`src/rtl/load_store_unit.sv`:
```
// load_store_unit
// ---------------
// Memory-access stage of the RV32I core. Accepts one load/store per
// handshake, issues a single outstanding request on the data-memory bus,
// aligns and sign/zero-extends load data, and drives the register-file
// write port. Misaligned or illegal accesses are rejected without any
// bus activity.
//
// Optional feature macro: LSU_TIMEOUT_EN
//   defined   -> an ACCESS that sees no mem_ack for TIMEOUT_CYCLES cycles
//                is abandoned and reported through error/done.
//   undefined -> no counter is built; ACCESS waits for mem_ack forever.
//
// Ports
//   clock, reset_n            : clock, synchronous active-low reset
//   in_valid / in_ready       : request handshake from execute
//   is_store, funct3, address : access kind, size/sign, byte address
//   store_data, in_rd         : store source value, load destination
//   mem_req, mem_we           : bus request (held until ack), write enable
//   mem_addr, mem_wdata       : word address, lane-replicated store data
//   mem_wstrb                 : byte strobes (0000 for loads)
//   mem_ack, mem_rdata        : bus completion and read word
//   rd, data, reg_write       : register-file write port (one-cycle pulse)
//   done, error               : completion / rejection pulses

module load_store_unit #(
    parameter int unsigned TIMEOUT_CYCLES = 255
) (
    input  logic        clock,
    input  logic        reset_n,
    input  logic        in_valid,
    output logic        in_ready,
    input  logic        is_store,
    input  logic [2:0]  funct3,
    input  logic [31:0] address,
    input  logic [31:0] store_data,
    input  logic [4:0]  in_rd,
    output logic        mem_req,
    output logic        mem_we,
    output logic [31:0] mem_addr,
    output logic [31:0] mem_wdata,
    output logic [3:0]  mem_wstrb,
    input  logic        mem_ack,
    input  logic [31:0] mem_rdata,
    output logic [4:0]  rd,
    output logic [31:0] data,
    output logic        reg_write,
    output logic        done,
    output logic        error
);

    localparam logic [1:0] IDLE   = 2'd0;
    localparam logic [1:0] ACCESS = 2'd1;
    localparam logic [1:0] RESP   = 2'd2;
    localparam logic [1:0] ERR    = 2'd3;

    logic [1:0]  state_q, state_d;
    logic        isStore_q;
    logic [2:0]  funct3_q;
    logic [1:0]  lane_q;
    logic [4:0]  pendRd_q;
    logic [31:0] memAddr_q;
    logic [31:0] memWdata_q;
    logic [3:0]  memWstrb_q;
    logic [4:0]  rd_q;
    logic [31:0] data_q;

    logic        reqIllegal;
    logic        reqMisaligned;
    logic        reqReject;
    logic [3:0]  wstrbD;
    logic [31:0] wdataD;
    logic [7:0]  loadByte;
    logic [15:0] loadHalf;
    logic [31:0] loadValue;
    logic        timeoutHit;

    // Legality of the request presented at the input this cycle. funct3
    // 011 and 11x have no load/store meaning; the unsigned forms exist
    // only for loads.
    always_comb begin
        reqIllegal    = (funct3 == 3'b011) || (funct3[2:1] == 2'b11)
                        || (is_store && funct3[2]);
        reqMisaligned = ((funct3[1:0] == 2'b01) && address[0])
                        || ((funct3[1:0] == 2'b10) && (address[1:0] != 2'b00));
        reqReject     = reqIllegal || reqMisaligned;
    end

    // Store lane placement: data is replicated across the word so the
    // strobes alone pick the bytes memory actually writes.
    always_comb begin
        wstrbD = 4'b0000;
        wdataD = 32'h0;
        if (is_store) begin
            case (funct3[1:0])
                2'b00: begin
                    wstrbD = 4'b0001 << address[1:0];
                    wdataD = {4{store_data[7:0]}};
                end
                2'b01: begin
                    wstrbD = address[1] ? 4'b1100 : 4'b0011;
                    wdataD = {2{store_data[15:0]}};
                end
                2'b10: begin
                    wstrbD = 4'b1111;
                    wdataD = store_data;
                end
                default: begin
                    wstrbD = 4'b0000;
                    wdataD = 32'h0;
                end
            endcase
        end
    end

    // Load extraction from the returned word, using the latched access
    // kind and lane. The result is only ever captured into a register.
    always_comb begin
        loadByte = mem_rdata[8*lane_q +: 8];
        loadHalf = lane_q[1] ? mem_rdata[31:16] : mem_rdata[15:0];
        case (funct3_q)
            3'b000:  loadValue = {{24{loadByte[7]}}, loadByte};
            3'b100:  loadValue = {24'h0, loadByte};
            3'b001:  loadValue = {{16{loadHalf[15]}}, loadHalf};
            3'b101:  loadValue = {16'h0, loadHalf};
            default: loadValue = mem_rdata;
        endcase
    end

`ifdef LSU_TIMEOUT_EN
    localparam int unsigned CW = (TIMEOUT_CYCLES < 2) ? 1 : $clog2(TIMEOUT_CYCLES + 1);
    localparam logic [CW-1:0] TLAST = CW'(TIMEOUT_CYCLES - 1);

    logic [CW-1:0] waitCnt_q;

    // Counts ACCESS cycles without ack; held at zero outside ACCESS so
    // every new access starts from a clean count.
    always_ff @(posedge clock) begin
        if (!reset_n) begin
            waitCnt_q <= '0;
        end else if (state_q != ACCESS) begin
            waitCnt_q <= '0;
        end else if (!mem_ack) begin
            waitCnt_q <= waitCnt_q + 1'b1;
        end
    end

    // The cycle whose un-acked edge would bring the count to the limit.
    assign timeoutHit = (waitCnt_q == TLAST);
`else
    assign timeoutHit = 1'b0;
`endif

    // Next-state logic. An ack always takes priority over a timeout.
    always_comb begin
        state_d = state_q;
        case (state_q)
            IDLE: begin
                if (in_valid) begin
                    state_d = reqReject ? ERR : ACCESS;
                end
            end
            ACCESS: begin
                if (mem_ack) begin
                    state_d = RESP;
                end else if (timeoutHit) begin
                    state_d = ERR;
                end
            end
            RESP:    state_d = IDLE;
            ERR:     state_d = IDLE;
            default: state_d = IDLE;
        endcase
    end

    // State, request latches and bus/writeback registers. Bus fields are
    // only loaded for legal requests, so a rejected access never disturbs
    // them; rd/data change only when a load completes.
    always_ff @(posedge clock) begin
        if (!reset_n) begin
            state_q    <= IDLE;
            isStore_q  <= 1'b0;
            funct3_q   <= 3'b000;
            lane_q     <= 2'b00;
            pendRd_q   <= 5'd0;
            memAddr_q  <= 32'h0;
            memWdata_q <= 32'h0;
            memWstrb_q <= 4'b0000;
            rd_q       <= 5'd0;
            data_q     <= 32'h0;
        end else begin
            state_q <= state_d;
            if (state_q == IDLE && in_valid) begin
                isStore_q <= is_store;
                funct3_q  <= funct3;
                lane_q    <= address[1:0];
                pendRd_q  <= in_rd;
                if (!reqReject) begin
                    memAddr_q  <= {address[31:2], 2'b00};
                    memWdata_q <= wdataD;
                    memWstrb_q <= wstrbD;
                end
            end
            if (state_q == ACCESS && mem_ack && !isStore_q) begin
                rd_q   <= pendRd_q;
                data_q <= loadValue;
            end
        end
    end

    assign in_ready  = (state_q == IDLE);
    assign mem_req   = (state_q == ACCESS);
    assign mem_we    = (state_q == ACCESS) && isStore_q;
    assign mem_addr  = memAddr_q;
    assign mem_wdata = memWdata_q;
    assign mem_wstrb = memWstrb_q;
    assign rd        = rd_q;
    assign data      = data_q;
    assign reg_write = (state_q == RESP) && !isStore_q && (rd_q != 5'd0);
    assign done      = (state_q == RESP) || (state_q == ERR);
    assign error     = (state_q == ERR);

endmodule
```
`config.mk`:
```
export PLATFORM = sky130hd
export DESIGN_NAME = load_store_unit
export DESIGN_NICKNAME = d
export VERILOG_FILES = /design/src/rtl/load_store_unit.sv
export SDC_FILE = /design/constraint.sdc
export NUM_CORES = 1
export LEC_CHECK = 0
export ABC_CLOCK_PERIOD_IN_PS = 2300
export BUFFER_PORTS_ARGS = -buffer_cell sky130_fd_sc_hd__buf_2
export CORE_AREA = 2 2 109 111
export DETAILED_ROUTE_END_ITERATION = 7
export DIE_AREA = 0 0 111 113
export HOLD_SLACK_MARGIN = 0.05
export PLACE_DENSITY = 0.83
export SYNTH_ARGS = -nofsm -noshare
export SYNTH_HDL_FRONTEND = slang
export SYNTH_SLANG_ARGS = --single-unit
```
`constraint.sdc`:
```
create_clock -name clock -period 2.3 [get_ports clock]
set_input_delay 0.115 -clock clock [delete_from_list [all_inputs] [get_ports clock]]
set_output_delay 0.115 -clock clock [all_outputs]
set_load 0.01 [all_outputs]
```
# --- Yosys cells after proc, flatten, opt, wreduce, memory -nomap -nowiden ---
# Cells that the tools add are included.
# Widths: inputs -> output; s select.
totals:
  reg_bits: 116
  in_bits: 109
  output_inout_bits: 111
  wordCells: 59
op_classes:
  n_eq_ne: 12
  n_shift: 2
  mux: 11
  bitwise: 1
  reduce_logical: 23
ops:
  columns: ["op", "n"]
  rows:
  - ["$pmux 32 s4", 1]
  - ["$pmux 32 s3", 1]
  - ["$mux 32", 1]
  - ["$shiftx 32x6->8", 1]
  - ["$mux 16", 1]
  - ["$pmux 4 s3", 1]
  - ["$logic_and 1x1->1", 9]
  - ["$eq 2x2->1 const B", 4]
  - ["$mux 4", 2]
  - ["$eq 3x3->1 const B", 2]
  - ["$mux 2", 3]
  - ["$pmux 2 s3", 1]
  - ["$logic_or 1x1->1", 5]
  - ["$reduce_bool 5->1", 1]
  - ["$eq 2x1->1 const B", 2]
  - ["$logic_not 2->1", 2]
  - ["$reduce_and 2->1", 2]
  - ["$shl 1x2->4 const A", 1]
  - ["$eq 3x1->1 const B", 1]
  - ["$eq 3x2->1 const B", 1]
  - ["$logic_not 3->1", 1]
  - ["$ne 2x1->1 const B", 1]
  - ["$ne 2x2->1 const B", 1]
  - ["$reduce_bool 2->1", 1]
  - ["other kinds (3)", 3]

# --- Logic depth before layout (Yosys ltp) ---
depth:
  depth_word: 7
  depth_mapped: 7
  mapped_depth_nobuf: 4

# --- Worst setup path after synthesis ---
# No wires, ideal clock.
synth_path:
  kind: "flip-flop to flip-flop"
  from: "register funct3_q[0]"
  to: "register data_q[20], in the netlist data[20]"
  setup_ps: 122
  arrival_ps: 1512
  required_time_ps: 2178
  setup_slack_ps: 666
  stages_incl_launch_ff: 7
  n_path_buf: 2
  period_less_slack_ps: 1634
  path_cell_list: "dfxtp_1 > buf_6 > or2_0 > mux4_2 > a21oi_4 > buf_8 > a21oi_2"
synth_between:
  elab_chain_len: 2
  word_cells_on_any_way: 5
  classes_between: "3 x eq/ne; 1 x mux; 1 x reduce/logical"
synth_rtl:
  columns: ["element", "line_no", "rtl"]
  rows:
  - ["start: declaration", "59", "logic [2:0] funct3_q;"]
  - ["start signal: assignment", "195", "funct3_q <= funct3;"]
  - ["$eq 3x3->1, or another cell as far along", "121", "case (funct3_q)"]
  - ["$pmux 32 s4 (*)", "121", null]
  - ["end signal: assignment", "206", "data_q <= loadValue;"]
  - ["end: declaration", "66", "logic [31:0] data_q;"]
# Mark *: on every way between the ends. The rest lies on a longest branch, timed or not.
# A chain may end at the register's enable or synchronous reset.

# --- Worst setup path after layout ---
layout_path:
  from: "input port address[0]"
  to: "register memAddr_q[18], in the netlist mem_addr[18]"
layout_between:
  elab_chain_len: 6
  word_cells_on_any_way: 7
  classes_between: "1 x bitwise; 6 x reduce/logical"
layout_rtl:
  columns: ["element", "line_no", "rtl"]
  rows:
  - ["start: declaration", "35", "input logic [31:0] address,"]
  - ["$reduce_bool 2->1", "85", "|| ((funct3[1:0] == 2'b10) && (address[1:0] != 2'b00));"]
  - ["$logic_and 1x1->1", "85", null]
  - ["$logic_or 1x1->1 (*)", "85", null]
  - ["$logic_or 1x1->1 (*)", "86", "reqReject = reqIllegal || reqMisaligned;"]
  - ["$not 1->1 (no line) (*)", null, null]
  - ["$reduce_and 2->1 (no line) (*)", null, null]
  - ["end signal: assignment", "199", "memAddr_q <= {address[31:2], 2'b00};"]
  - ["end: declaration", "62", "logic [31:0] memAddr_q;"]
# Marked as above.

==> results_dict.tcl <==
set metrics [dict create \
    design_area_mm2 0.00794 \
    post_cts_buffers 0 \
    power.density_mw_per_mm2 719 \
    synthCells 654 \
    cp_max_fo 52 \
    ys_types 56 \
    p_seq_share_pct 37.7 \
    core_mm2 0.0113 \
    grt_pass1_vias 5732 \
    yosysSeqAreaShare_pct 42.5 \
    drc 0 \
    worstSetupEndpointType "flip-flop" \
    avgViaCountPerCell 5.59 \
    synth_area_leaders "dfxtp_1 (42%), nand2_1 (9.5%), a21boi_0 (8.2%)" \
    ys_warn_count 0 \
    setup_violations 0 \
    die_y_um 113 \
    peakVddDrop_mv 0.491 \
    critPathLaunch "address[0]" \
    finalWirelength_um 18300 \
    period_share_pct 89.4 \
    antenna_found_initial 2 \
    root_buffer "clkbuf_16" \
    vias 5994 \
    status "completed" \
    cts_buffer_depth 2 \
    nets 1025 \
    fin_cells 1072 \
    required_ns 2.62 \
    grt_pass1_wl_um 28400 \
    rows 39 \
    portBuffers 217 \
    place_congestion 0.855 \
    critPathKind "in2reg" \
    overflow 0 \
    fp.dieW_um 111 \
    max_cap_viol_count 0 \
    netlist_area_mm2 0.00547 \
    power_leakage_nw 3.42 \
    synth.avg_cell_area_um2 8.36 \
    ant_nets 0 \
    yosysTopAreaCellShare_pct 42.5 \
    internal_power_mw 4.27 \
    io_pins 220 \
    cp.arrival_ns 2.37 \
    synth_edf_count 0 \
    initial_utilization_pct 48.5 \
    htree_levels 4 \
    drive_gt1_share_pct 31.0 \
    first_pass_iters 5 \
    p_sw_mw 1.44 \
    ys.flop_type "dfxtp_1" \
    rsz0062_at_grt "no" \
    dieArea_mm2 0.0125 \
    place_inst 970 \
    tightestPinTransition_ns 0.818 \
    clockPowerShare_pct 47.3 \
    drtIter0Drc 685 \
    ys_seq_elements 116 \
    fin_skew_ns 0.0109 \
    finalCriticalPeriod_ns 2.06 \
    report.final.slew_viol_count 0 \
    grtUsageTotal_pct 28.5 \
    dpl.hpwl_um 11500 \
    finalHoldViolCount 0 \
    cts_buffers 17 \
    placed_cell_area_mm2 0.00664 \
    grt_max_degree 62 \
    cts_tree "built" \
    critical_path.startpoint_type "input port" \
    synth_area_leader_cell "dfxtp_1" \
    numClockSinks 116 \
    reg2reg_from "state_q[1]" \
    areaGrowthSynthToFinish_pct 45.2 \
    switching_share_pct 25.2 \
    cts-resized-gates 0 \
    max-slew-margin-rel_pct 45.2 \
    fin_setup_tns_ns 0 \
    combPwrFrac_pct 15.0 \
    wire_per_inst_um 17.1 \
    worst_hold_startpoint "mem_ack" \
    async_flop_share_pct 0 \
    clk_transition_reported_paths_ns 0.05 \
    hp-class "in2reg" \
    fmax_mhz 486 \
    clk_latency_ns 0.41 \
]
## cell usage in the layout, fill, tap and decap left out, drive strengths merged, types with 4 or more instances in the layout
master       count
clkinvlp         4
inv              4
o31ai           15
a221oi           7
clkbuf          23
nor2b            5
a21boi          68
nand3           40
dfxtp          116
buf            235
nor2            20
a21oi           51
dlygate4sd3     70
o22a             4
a22o             8
mux2i           28
o21ai           36
nand2          139
## cell families (layout without fill, tap and decap cells)
| logic type | count (synthesis) | count (layout) | share of synthesized area [%] |
|---|---|---|---|
| AOI/OAI and AO/OA | 207 | 207 | 26.3 |
| other | 1 | 3 | 0.0686 |
| and+or+nand+nor | 232 | 232 | 19.5 |
| muxes | 31 | 31 | 6.16 |
| DFF | 116 | 116 | 42.5 |
| buffers and inverters | 67 | 340 | 5.49 |
## state kept, by name, indices dropped and copies added, names as in the netlist
signal and flops:
data 32, mem_wdata 32, mem_addr 30, pendRd_q 5, rd 5, mem_wstrb 4, funct3_q 3, lane_q 2
state_q 2, isStore_q 1
## Yosys cell counts (10+ instances only)
| cell type | instances |
|---|---|
| nand2_1 | 139 |
| dfxtp_1 | 116 |
| a21boi_0 | 60 |
| a21oi_1 | 40 |
| nand3_1 | 40 |
| o21ai_0 | 35 |
| clkbuf_1 | 33 |
| mux2i_1 | 28 |
| nor2_1 | 20 |
| buf_2 | 17 |
| o31ai_1 | 15 |
| a21oi_2 | 10 |
## repair_timing
| item | 4_1_cts | 5_1_grt |
|---|---|---|
| hold buffers | 70 | 0 |
| endpoints found under the hold margin | 70 | 0 |
| setup endpoints to repair | 0 | 0 |
## metrics by stage
step	hold WS [ns]	setup slack, ns	util, %	total power [mW]
final	0.0750	0.243	70.5	5.71
after global routing	0.0611	0.121	70.5	5.92
after CTS	0.0574	0.341	70.4	5.72
after detailed placement	0.373	0.377	58.9	2.93
after global placement	0.367	0.436	58.9	2.92
after floorplan	0.258	0.666	-	2.63
## metal layers
| layer | global-route usage (%) | vias to the layer above | wire, um |
|---|---|---|---|
| met5 | 0 | - | 13 |
| met4 | 14.8 | 2 | 589 |
| met3 | 10.1 | 48 | 1630 |
| met2 | 48.8 | 338 | 9120 |
| met1 | 31.5 | 2786 | 6990 |
| li1 | - | 2820 | - |
## critical path, cell delays in order
cell	delay [ns]
dlygate4sd3_1	0.54
buf_2	0.18
a221oi_1	0.10
buf_4	0.16
o21ai_4	0.63
buf_12	0.32
nand2_1	0.10
a21boi_0	0.23
## power by group through the flow
| stage | clock, mW | sequential (mW) | combinational (mW) |
|---|---|---|---|
| 2_1_floorplan | 0 | 2.21 | 0.416 |
| 3_3_place_gp | 0 | 2.19 | 0.731 |
| 3_5_place_dp | 0 | 2.19 | 0.739 |
| 4_1_cts | 2.73 | 2.15 | 0.837 |
| 5_1_grt | 2.83 | 2.16 | 0.922 |
| 6_report | 2.70 | 2.15 | 0.859 |
## final timing paths
kind              depth (start not counted)  slack, ns             to
setup / recovery                          8       0.24   mem_addr[18]
setup reg to reg                          4       0.29  mem_wdata[29]
hold / removal                            3       0.07     state_q[1]
hold reg to reg                           2       0.45   mem_wdata[0]
## area by class of cell
type / count / area (um^2)
clock buffer: 23 / 478
inverter: 4 / 15.0
sequential: 116 / 2320
antenna: 1 / 2.50
fill: 826 / 3330
timing repair buffer: 305 / 1960
multi-input combinational: 472 / 2860
clock inverter: 8 / 125
tap: 143 / 179
Power figures use the tool's default switching activity.
